$ cat config.mk
export PLATFORM = sky130hd
export DESIGN_NAME = telemetry_rx
export DESIGN_NICKNAME = d
export VERILOG_FILES = /design/src/rtl/telemetry_rx.sv
export SDC_FILE = /design/constraint.sdc
export NUM_CORES = 1
export LEC_CHECK = 0
export ABC_CLOCK_PERIOD_IN_PS = 2400
export CORE_MARGIN = 8
export CORE_UTILIZATION = 49
export DETAILED_ROUTE_END_ITERATION = 8
export PLACE_DENSITY = 0.7
export SLEW_MARGIN = 20
export SYNTH_ARGS = -nofsm -noshare
export SYNTH_HDL_FRONTEND = slang
export SYNTH_SLANG_ARGS = --single-unit
$ cat constraint.sdc
create_clock -name clk -period 2.4 [get_ports clk]
set_input_delay 0.48 -clock clk [delete_from_list [all_inputs] [get_ports clk]]
set_output_delay 0.48 -clock clk [all_outputs]
set_load 0.05 [all_outputs]
$ cat src/rtl/telemetry_rx.sv
// Telemetry link receiver: 8N1 UART deserializer feeding a packet parser that
// publishes battery voltage, average current and average torque (12 bits each).
module telemetry_rx #(
  parameter int BAUD_DIV = 2604
) (
  input  logic        clk,
  input  logic        rst_n,
  input  logic        RX,
  output logic [11:0] batt_v,
  output logic [11:0] avg_curr,
  output logic [11:0] avg_torque,
  output logic        pkt_rdy,
  output logic        pkt_err
);

  // Reload with BAUD_DIV-1 so a down-count ending at zero spans exactly BAUD_DIV clocks.
  localparam logic [11:0] HALF_CNT = 12'(BAUD_DIV / 2);
  localparam logic [11:0] BIT_CNT  = 12'(BAUD_DIV - 1);

  localparam logic [1:0] S_IDLE  = 2'd0;
  localparam logic [1:0] S_START = 2'd1;
  localparam logic [1:0] S_DATA  = 2'd2;
  localparam logic [1:0] S_STOP  = 2'd3;

  localparam logic [1:0] P_HUNT_AA = 2'd0;
  localparam logic [1:0] P_HUNT_55 = 2'd1;
  localparam logic [1:0] P_PAYLOAD = 2'd2;

  function automatic logic [11:0] join12(input logic [3:0] hi, input logic [7:0] lo);
    return {hi, lo};
  endfunction

  logic        rx_meta_q, rx_s_q, rx_prev_q;
  logic [1:0]  st_q, st_d;
  logic [11:0] cnt_q, cnt_d;
  logic [2:0]  bit_q, bit_d;
  logic [7:0]  sh_q, sh_d;
  logic        byte_vld_q, byte_vld_d;
  logic        frm_err_q, frm_err_d;

  logic [1:0]  pst_q, pst_d;
  logic [2:0]  idx_q, idx_d;
  logic [3:0]  batt_hi_q, batt_hi_d;
  logic [7:0]  batt_lo_q, batt_lo_d;
  logic [3:0]  curr_hi_q, curr_hi_d;
  logic [7:0]  curr_lo_q, curr_lo_d;
  logic [3:0]  torq_hi_q, torq_hi_d;
  logic [11:0] batt_v_q, batt_v_d;
  logic [11:0] avg_curr_q, avg_curr_d;
  logic [11:0] avg_torque_q, avg_torque_d;
  logic        pkt_rdy_q, pkt_rdy_d;
  logic        pkt_err_q, pkt_err_d;

  // Two-flop synchronizer plus one delayed copy for falling-edge detection.
  always_ff @(posedge clk or negedge rst_n) begin
    if (!rst_n) begin
      rx_meta_q <= 1'b1;
      rx_s_q    <= 1'b1;
      rx_prev_q <= 1'b1;
    end else begin
      rx_meta_q <= RX;
      rx_s_q    <= rx_meta_q;
      rx_prev_q <= rx_s_q;
    end
  end

  always_comb begin
    st_d       = st_q;
    cnt_d      = cnt_q;
    bit_d      = bit_q;
    sh_d       = sh_q;
    byte_vld_d = 1'b0;
    frm_err_d  = 1'b0;
    case (st_q)
      S_IDLE: begin
        if (rx_prev_q && !rx_s_q) begin
          st_d  = S_START;
          cnt_d = HALF_CNT;
        end
      end
      S_START: begin
        if (cnt_q == 12'd0) begin
          if (!rx_s_q) begin
            st_d  = S_DATA;
            cnt_d = BIT_CNT;
            bit_d = 3'd0;
          end else begin
            st_d = S_IDLE;
          end
        end else begin
          cnt_d = cnt_q - 12'd1;
        end
      end
      S_DATA: begin
        if (cnt_q == 12'd0) begin
          sh_d  = {rx_s_q, sh_q[7:1]};
          cnt_d = BIT_CNT;
          if (bit_q == 3'd7) st_d = S_STOP;
          else               bit_d = bit_q + 3'd1;
        end else begin
          cnt_d = cnt_q - 12'd1;
        end
      end
      S_STOP: begin
        if (cnt_q == 12'd0) begin
          if (rx_s_q) byte_vld_d = 1'b1;
          else        frm_err_d  = 1'b1;
          st_d = S_IDLE;
        end else begin
          cnt_d = cnt_q - 12'd1;
        end
      end
      default: st_d = S_IDLE;
    endcase
  end

  always_ff @(posedge clk or negedge rst_n) begin
    if (!rst_n) begin
      st_q       <= S_IDLE;
      cnt_q      <= 12'd0;
      bit_q      <= 3'd0;
      sh_q       <= 8'd0;
      byte_vld_q <= 1'b0;
      frm_err_q  <= 1'b0;
    end else begin
      st_q       <= st_d;
      cnt_q      <= cnt_d;
      bit_q      <= bit_d;
      sh_q       <= sh_d;
      byte_vld_q <= byte_vld_d;
      frm_err_q  <= frm_err_d;
    end
  end

  // Packet parser: sh_q stays stable while byte_vld_q is high since the byte FSM is idle.
  always_comb begin
    pst_d        = pst_q;
    idx_d        = idx_q;
    batt_hi_d    = batt_hi_q;
    batt_lo_d    = batt_lo_q;
    curr_hi_d    = curr_hi_q;
    curr_lo_d    = curr_lo_q;
    torq_hi_d    = torq_hi_q;
    batt_v_d     = batt_v_q;
    avg_curr_d   = avg_curr_q;
    avg_torque_d = avg_torque_q;
    pkt_rdy_d    = 1'b0;
    pkt_err_d    = 1'b0;
    if (frm_err_q) begin
      if (pst_q != P_HUNT_AA) begin
        pkt_err_d = 1'b1;
        pst_d     = P_HUNT_AA;
      end
    end else if (byte_vld_q) begin
      case (pst_q)
        P_HUNT_AA: begin
          if (sh_q == 8'hAA) pst_d = P_HUNT_55;
        end
        P_HUNT_55: begin
          if (sh_q == 8'h55) begin
            pst_d = P_PAYLOAD;
            idx_d = 3'd0;
          end else if (sh_q != 8'hAA) begin
            pkt_err_d = 1'b1;
            pst_d     = P_HUNT_AA;
          end
        end
        P_PAYLOAD: begin
          if (!idx_q[0] && (sh_q[7:4] != 4'd0)) begin
            pkt_err_d = 1'b1;
            pst_d     = P_HUNT_AA;
          end else begin
            idx_d = idx_q + 3'd1;
            case (idx_q)
              3'd0: batt_hi_d = sh_q[3:0];
              3'd1: batt_lo_d = sh_q;
              3'd2: curr_hi_d = sh_q[3:0];
              3'd3: curr_lo_d = sh_q;
              3'd4: torq_hi_d = sh_q[3:0];
              default: begin
                batt_v_d     = join12(batt_hi_q, batt_lo_q);
                avg_curr_d   = join12(curr_hi_q, curr_lo_q);
                avg_torque_d = join12(torq_hi_q, sh_q);
                pkt_rdy_d    = 1'b1;
                pst_d        = P_HUNT_AA;
                idx_d        = 3'd0;
              end
            endcase
          end
        end
        default: pst_d = P_HUNT_AA;
      endcase
    end
  end

  always_ff @(posedge clk or negedge rst_n) begin
    if (!rst_n) begin
      pst_q        <= P_HUNT_AA;
      idx_q        <= 3'd0;
      batt_hi_q    <= 4'd0;
      batt_lo_q    <= 8'd0;
      curr_hi_q    <= 4'd0;
      curr_lo_q    <= 8'd0;
      torq_hi_q    <= 4'd0;
      batt_v_q     <= 12'd0;
      avg_curr_q   <= 12'd0;
      avg_torque_q <= 12'd0;
      pkt_rdy_q    <= 1'b0;
      pkt_err_q    <= 1'b0;
    end else begin
      pst_q        <= pst_d;
      idx_q        <= idx_d;
      batt_hi_q    <= batt_hi_d;
      batt_lo_q    <= batt_lo_d;
      curr_hi_q    <= curr_hi_d;
      curr_lo_q    <= curr_lo_d;
      torq_hi_q    <= torq_hi_d;
      batt_v_q     <= batt_v_d;
      avg_curr_q   <= avg_curr_d;
      avg_torque_q <= avg_torque_d;
      pkt_rdy_q    <= pkt_rdy_d;
      pkt_err_q    <= pkt_err_d;
    end
  end

  assign batt_v     = batt_v_q;
  assign avg_curr   = avg_curr_q;
  assign avg_torque = avg_torque_q;
  assign pkt_rdy    = pkt_rdy_q;
  assign pkt_err    = pkt_err_q;

endmodule
==> results of run 1 <==
[synthesized netlist by cell type (5+ instances only)]
library cell	number	area (um^2)
nand4_1	6	37.5
nand3_1	8	40.0
ha_1	17	213
a21oi_1	19	95.1
mux2_2	71	800
nand2b_1	5	31.3
nand2_1	23	86.3
inv_1	20	75.1
clkbuf_1	5	18.8
nor3_1	7	35.0
nor2_1	15	56.3
dfrtp_1	98	2450
o21ai_0	8	40.0
[where the power goes]
group	leakage, nW	switching (mW)	internal, mW	total [mW]
sequential	1.38	0.123	1.81	1.93
clock	0.102	0.642	0.416	1.06
combinational	1.05	0.609	0.396	1.00
total	2.54	1.37	2.62	4.00
[flip-flops by register name, indices dropped and copies added (netlist names), 2 cells and up, named ones only]
name / count
avg_curr: 12
avg_torque: 12
batt_v: 12
cnt_q: 12
batt_lo_q: 8
curr_lo_q: 8
sh_q: 8
batt_hi_q: 4
curr_hi_q: 4
torq_hi_q: 4
bit_q: 3
idx_q: 3
pst_q: 2
[cell families (layout without fill, tap and decap cells)]
| family | count (synthesis) | in the layout |
|---|---|---|
| mux | 71 | 71 |
| buf+inv | 32 | 85 |
| compound gates | 58 | 58 |
| fa+ha+maj | 17 | 17 |
| simple gates | 88 | 88 |
| flops | 101 | 101 |
[how the worst max path moves through the flow]
stage	from	end	slack (ns)	depth (start not counted)
after detailed placement	idx_q[0]	avg_curr[3]	0.28	7
after floorplan	idx_q[0]	avg_curr[0]	0.50	7
after CTS	idx_q[0]	batt_v[5]	0.25	7
after global routing	idx_q[0]	batt_v[0]	0.06	7
final	idx_q[0]	batt_v[5]	0.26	7
after global placement	idx_q[0]	avg_torque[2]	0.35	7
[metal layers]
metal / part of all wire (%) / global-route usage (%) / vias to the layer above
met5: 0 / 0 / -
met4: 3.0 / 8.09 / 0
met3: 3.7 / 3.27 / 22
met2: 48 / 24.5 / 62
met1: 45 / 17.8 / 1493
li1: - / - / 1417
[per-stage QoR]
stage	area [um^2]	hold WS [ns]	setup slack [ns]	util (%)	total power, mW
floorplan	4560	0.184	0.500	-	2.70
detailed placement	5120	0.348	0.276	55.9	2.97
global placement	5120	0.346	0.348	55.9	2.92
global route	5310	0.0623	0.0612	58.0	4.28
finish	5310	0.0425	0.259	58.0	4.00
CTS	5310	0.0506	0.250	58.0	4.03
[area by class of cell]
| class | instances | area (um^2) |
|---|---|---|
| Clock buffer | 9 | 124 |
| Clock inverter | 7 | 71.3 |
| Inverter | 20 | 75.1 |
| Multi-Input combinational cell | 234 | 1890 |
| Tap cell | 111 | 139 |
| Fill cell | 749 | 3840 |
| Sequential cell | 101 | 2530 |
| Timing Repair Buffer | 49 | 478 |
==> impl_results.md, run 1 <==
- Outcome: completed
- Fin. Hold Viols: 0
- Cells after Synth: 367
- Post-synthesis register bit count: 101
- Clock skew: 0.0198 ns
- Port Buffers: 40
- Vias in the first global route: 3154
- Area Overhead vs Synth: 16.4%
- Setup violators final: 0
- Post-CTS setup buffer count: 0
- Max-cap violations: 0
- Worst skew pair latency: 0.37 ns
- Post-synthesis instance area: 4560 um^2
- Setup tns final: 0 ns
- Crit path required time: 2.66 ns
- Worst-path clk slew: 0.12 ns
- Ys async rst share: 100%
- R2R cell count: 7
- Critical path's top delay family: flip-flops
- R2R Setup Slk: 0.26 ns
- Die Y: 113 um
- Post-DP HPWL: 6.23 mm
- # IOs: 41
- YS warnings: 0
- Tcrit/Tclk final: 89.2%
- RR Startpoint: idx_q[0]
- Peak supply drop: 565 uV
- First-pass GRT wire length: 15.2 mm
- Average vias per placed instance: 5.64
- Slowest cell delay on critical path: 0.46 ns
- 1st-iter DRT viols: 68
- Crit-path slowest cell: dfrtp_1
- Initial antenna violation count: 0
- Mux cell area share after synthesis: 17.5%
- CP endpoint kind: flop
- # hold bufs at CTS: 0
- Syn_area_per_cell: 12.4 um^2
- Post-synth EDFFs: 0
- Crit path time final: 2.14 ns
- Critical path start-end classification: flop to flop
- Syn Nets: 387
- Crit Path Max Fanout: 27
- TritonCTS clock tree: built
- Slew HR: 65.1%
- Synth Area in Simple Gates: 11.0%
- ANT cells: 0
- RSZ-0062 raised after global routing: false
- Largest family of logic cells by synthesized area: multiplexers
- H-tree depth: 3
- Reg2reg end: batt_v[5]
- Largest net degree at the start of global routing: 46
- Fmax: 467 MHz
- TritonCTS Buffers: 9
- Final antenna-violating net count: 0
- Sequential fraction of the synthesis area: 55.5%
- Clock Sinks: 101
- Remaining global-route overflow: 0
- Root Buffer: clkbuf_8
- Post-Synth XOR/XNOR Area: 0%
- Critical path arrival: 2.40 ns
- Overall global routing resource usage: 14.9%
- Synth Area in Compound Gates: 8.36%
- Power per Cell Area: 752 nW/um^2
- DR pass1 iterations: 4
- Worst min-delay path class: input port to async pin
- Ys flop type: dfrtp_1
- Final Max Tran Viols: 0
- Via count: 2994
- Layout Nets: 435
- Rows: 35
- Die area: 12700 um^2
- Layout cells sized above 1: 26.9%
- Post-CTS Resized: 0
- Pleak: 2.54 nW
- Starting Density: 49.9%
- Final Wtd Congestion: 0.864
- Critical path cell sequence: inv_1, ha_1, nor3_1, o21bai_1, nor2_4, buf_4, mux2_2
- Core footprint: 9150 um^2
- Longest Clk Path Bufs: 2
- Die width: 113 um
- Final wirelength: 8.79 mm
- Inst Count DP: 515
- WP buf/inv: 2
- Worst-margin pin slew: 0.522 ns
- Most frequent cells in the layout: dfrtp_1 (98), mux2_2 (71), clkdlybuf4s50_1 (39)
- Post-synth cell types: 51
- DRC: 0
- Leading cell type in the layout, fill and taps excluded: dfrtp_1
- DR WL/cell: 16.6 um
- Critical Path Source Type: flop
- Synth Area in Adders: 4.66%
- Non-Filler Instances: 531
Power figures use the tool's default switching activity.
==> inputs of run 2 (changes only) <==
SETUP_SLACK_MARGIN = 0.15   (was unset)
SKIP_LAST_GASP = 1   (was unset)
==> impl_results.md, run 2 (synthesis gave the netlist of run 1 again) <==
- Final setup margin: 0.328 ns
- Crit path time final: 2.07 ns
- Critical path start-end classification: flop to flop
- Crit Path Max Fanout: 9
- Setup violators final: 0
- Final antenna-violating net count: 0
- Root Buffer: clkbuf_8
- Max-cap violations: 0
- Worst-path clk slew: 0.12 ns
- Setup tns final: 0 ns
- Critical path's top delay family: simple AND/OR/NAND/NOR gates
- Worst-margin pin slew: 0.520 ns
- Post-DP HPWL: 6.23 mm
- Vias in the first global route: 3154
- # IOs: 41
- Multi-input logic area: 1900 um^2
- Pleak: 2.54 nW
- Crit path required time: 2.70 ns
- Hold WS: 0.0432 ns
- CP endpoint kind: flop
- Remaining global-route overflow: 0
- RSZ-0062 raised after global routing: true
- Initial antenna violation count: 0
- DRC: 0
- Rows: 35
- Port Buffers: 40
- Via count: 3012
- Outcome: completed
- Clk pwr share: 26.4%
- Clock skew: 0.0197 ns
- Longest Clk Path Bufs: 2
- Register area: 2530 um^2
- Crit-path slowest cell: or4b_1
- Layout Nets: 435
- Critical path arrival: 2.37 ns
- Post-CTS setup buffer count: 0
- Leading cell type in the layout, fill and taps excluded: dfrtp_1
- Inst Count DP: 515
- TritonCTS clock tree: built
- 1st-iter DRT viols: 85
- Psw: 1.38 mW
- Power per Cell Area: 753 nW/um^2
- Core footprint: 9150 um^2
- Worst skew pair latency: 0.37 ns
- Worst min-delay path class: input port to async pin
- Final wirelength: 8.81 mm
- Critical path cell sequence: inv_1, ha_1, nor3b_1, and4_2, nand2_1, or4b_1, nand3_1
- Largest net degree at the start of global routing: 46
- Reg power frac: 48.3%
- Final Max Tran Viols: 0
- First-pass GRT wire length: 15.2 mm
- Layout cells sized above 1: 27.1%
- Die width: 113 um
- Die area: 12700 um^2
- Pre-CTS setup slack: 0.276 ns
- DR WL/cell: 16.6 um
- Internal: 2.62 mW
- Starting Density: 49.9%
- Non-Filler Instances: 531
- Area Overhead vs Synth: 16.5%
- Fin. Hold Viols: 0
- Clock Sinks: 101
- H-tree depth: 3
- Fill cell count: 751
- Fmax: 483 MHz
- ANT cells: 0
- Final Wtd Congestion: 0.864
- Slowest cell delay on critical path: 0.47 ns
- Overall global routing resource usage: 14.9%
- TritonCTS Buffers: 9
- Peak supply drop: 566 uV
- Average vias per placed instance: 5.67
- Slew HR: 65.2%
- WP buf/inv: 1
- Gate power share: 25.3%
- Die Y: 113 um
- Most frequent cells in the layout: dfrtp_1 (98), mux2_2 (71), clkdlybuf4s50_1 (39)
- Total power: 4.00 mW
- Switch share: 34.5%
- Tcrit/Tclk final: 86.3%
- DR pass1 iterations: 4
- Critical Path Source Type: flop
## run 2: cell counts in the layout (fill, tap and decap cells not counted)
No cell type changed its count.
## run 2: area by class of cell
cell class | instances | share of cell area, %
well taps | 111 | 2.61
inverters | 20 | 1.41
flip-flops and latches | 101 | 47.6
multi-input cells | 234 | 35.6
clock inverters | 7 | 1.34
repair buffers | 49 | 9.06
clock buffers | 9 | 2.33
## run 2: power groups by stage
stage,Combinational (mW),Sequential [mW],Clock (mW)
after floorplan,0.770,1.93,0
after global placement,0.961,1.96,0
after detailed placement,1.00,1.96,0
after CTS,1.00,1.93,1.09
after global routing,1.16,1.95,1.17
final,1.01,1.93,1.06
## run 2: final timing paths
path                                end  depth (start not counted)  slack (ns)       from
setup / recovery               bit_q[0]                          7        0.33   cnt_q[0]
hold / removal             batt_lo_q[5]                          1        0.04      rst_n
setup reg to reg               bit_q[0]                          7        0.33   cnt_q[0]
hold reg to reg                  rx_s_q                          0        0.36  rx_meta_q
max in group asynchronous       pkt_rdy                          2        1.67      rst_n
min in group clk                 rx_s_q                          0        0.36  rx_meta_q
## run 2: metrics by stage
stage	util, %	instance area (um^2)
floorplan	-	4560
global placement	55.9	5120
detailed placement	55.9	5120
CTS	58.0	5310
global route	58.1	5320
finish	58.1	5320
## run 2: repair_timing
action                     in CTS  in global routing
gates resized for setup         0                  2
hold buffers                    0                  0
setup endpoints to repair       0                 34
## run 2: metal layers
metal / global-route usage, % / vias up / part of all wire, %
met5: 0 / - / 0
met3: 3.27 / 23 / 3.8
met1: 17.8 / 1508 / 45
met4: 8.09 / 0 / 3.0
li1: - / 1417 / -
met2: 24.5 / 64 / 48
==> inputs of run 3 (changes only) <==
CORE_MARGIN = unset   (was 8)
==> impl_results.md, run 3 (synthesis gave the netlist of run 1 again) <==
- Peak supply drop: 702 uV
- Final Wtd Congestion: 0.831
- Most frequent cells in the layout: dfrtp_1 (98), mux2_2 (71), clkdlybuf4s50_1 (39)
- Worst min-delay path class: input port to async pin
- Fmax: 486 MHz
- Longest Clk Path Bufs: 2
- Area Overhead vs Synth: 16.4%
- RR Startpoint: idx_q[0]
- Die area: 9710 um^2
- Hold WS: 0.0230 ns
- Largest net degree at the start of global routing: 48
- Critical path's top delay family: flip-flops
- DR pass1 iterations: 8
- Crit path time final: 2.06 ns
- Critical path arrival: 2.30 ns
- DRC: 3
- Die Y: 98.5 um
- DR WL/cell: 16.1 um
- Port Buffers: 40
- First-pass GRT wire length: 14.1 mm
- Power per Cell Area: 753 nW/um^2
- Critical Path Source Type: flop
- Failing checks: design-rule violations
- TritonCTS Buffers: 9
- Via count: 2948
- Final wirelength: 8.45 mm
- Remaining global-route overflow: 0
- R2R cell count: 7
- Die width: 98.5 um
- Final antenna-violating net count: 0
- Critical path start-end classification: flop to flop
- Critical path cell sequence: inv_1, ha_1, nor3_1, o21bai_1, nor2_4, buf_12, mux2_2
- Initial antenna violation count: 0
- Worst-margin pin slew: 0.503 ns
- ANT cells: 0
- Final setup margin: 0.340 ns
- Average vias per placed instance: 5.60
- Root Buffer: clkbuf_8
- R2R Setup Slk: 0.34 ns
- Setup tns final: 0 ns
- Leading cell type in the layout, fill and taps excluded: dfrtp_1
- Total power: 4.00 mW
- Post-CTS setup buffer count: 0
- Vias in the first global route: 2910
- Outcome: complete, but fails checks
- Crit path required time: 2.64 ns
- Reg2reg end: avg_torque[6]
- Max-cap violations: 0
- 1st-iter DRT viols: 91
- Clock Sinks: 101
- Starting Density: 51.6%
- RSZ-0062 raised after global routing: false
- Crit-path slowest cell: dfrtp_1
- Pleak: 2.53 nW
- Fin. Hold Viols: 0
- Layout Nets: 433
- Slew HR: 66.3%
- Final Max Tran Viols: 0
- Worst skew pair latency: 0.36 ns
- Layout cells sized above 1: 26.8%
- Pre-CTS setup slack: 0.324 ns
- Post-DP HPWL: 5.96 mm
- Slowest cell delay on critical path: 0.48 ns
- TritonCTS clock tree: built
- Tcrit/Tclk final: 85.8%
- # IOs: 41
- Worst-path clk slew: 0.10 ns
- Clock skew: 0.0101 ns
- Crit Path Max Fanout: 37
- Overall global routing resource usage: 18.5%
- Setup violators final: 0
- Rows: 34
- WP buf/inv: 2
- H-tree depth: 3
- Core footprint: 8850 um^2
- CP endpoint kind: flop
==> run 3: through the flow <==
stage	util, %	cells	cell area, um^2
after floorplan	-	367	4560
after global placement	57.9	510	5120
after detailed placement	57.9	510	5120
after CTS	60.1	526	5310
after global routing	60.1	526	5320
final	60.1	526	5320
==> run 3: how the worst max path moves through the flow <==
| stage | from | depth (start not counted) | endpoint | slack [ns] |
|---|---|---|---|---|
| after global placement | cnt_q[0] | 6 | sh_q[5] | 0.40 |
| final | idx_q[0] | 7 | avg_torque[6] | 0.34 |
| after floorplan | idx_q[0] | 7 | avg_curr[0] | 0.50 |
| after global routing | cnt_q[0] | 7 | bit_q[0] | 0.17 |
| after CTS | cnt_q[0] | 6 | sh_q[0] | 0.30 |
| after detailed placement | cnt_q[0] | 6 | sh_q[0] | 0.32 |
==> run 3: worst register-to-register path: stages (launching register included) <==
cell,delay (ns)
dfrtp_1,0.48
inv_1,0.13
ha_1,0.23
nor3_1,0.14
o21bai_1,0.19
nor2_4,0.17
buf_12,0.22
mux2_2,0.38
==> run 3: repair_timing <==
item                                    in CTS  in global routing
hold endpoints to repair                     0                  0
hold buffers                                 0                  0
endpoints found under the setup margin       0                 10
resized for setup                            0                  1
==> run 3: power breakdown <==
group / internal (mW) / switching, mW / total (mW)
sequential: 1.81 / 0.122 / 1.93
clock: 0.426 / 0.606 / 1.03
combinational: 0.415 / 0.619 / 1.03
total: 2.65 / 1.35 / 4.00
==> run 3: layout make-up <==
cell class / count / area (um^2)
Sequential cell: 101 / 2530
Tap cell: 108 / 135
Timing Repair Buffer: 47 / 488
Fill cell: 717 / 3530
Clock buffer: 10 / 138
Clock inverter: 6 / 52.6
Inverter: 20 / 75.1
Multi-Input combinational cell: 234 / 1900
==> run 3: layer usage <==
layer	up-vias	routed length (um)	GRT usage, %
met4	0	17	4.02
li1	1403	-	-
met5	-	0	0
met3	2	264	5.11
met2	60	4370	32.2
met1	1483	3810	23.1
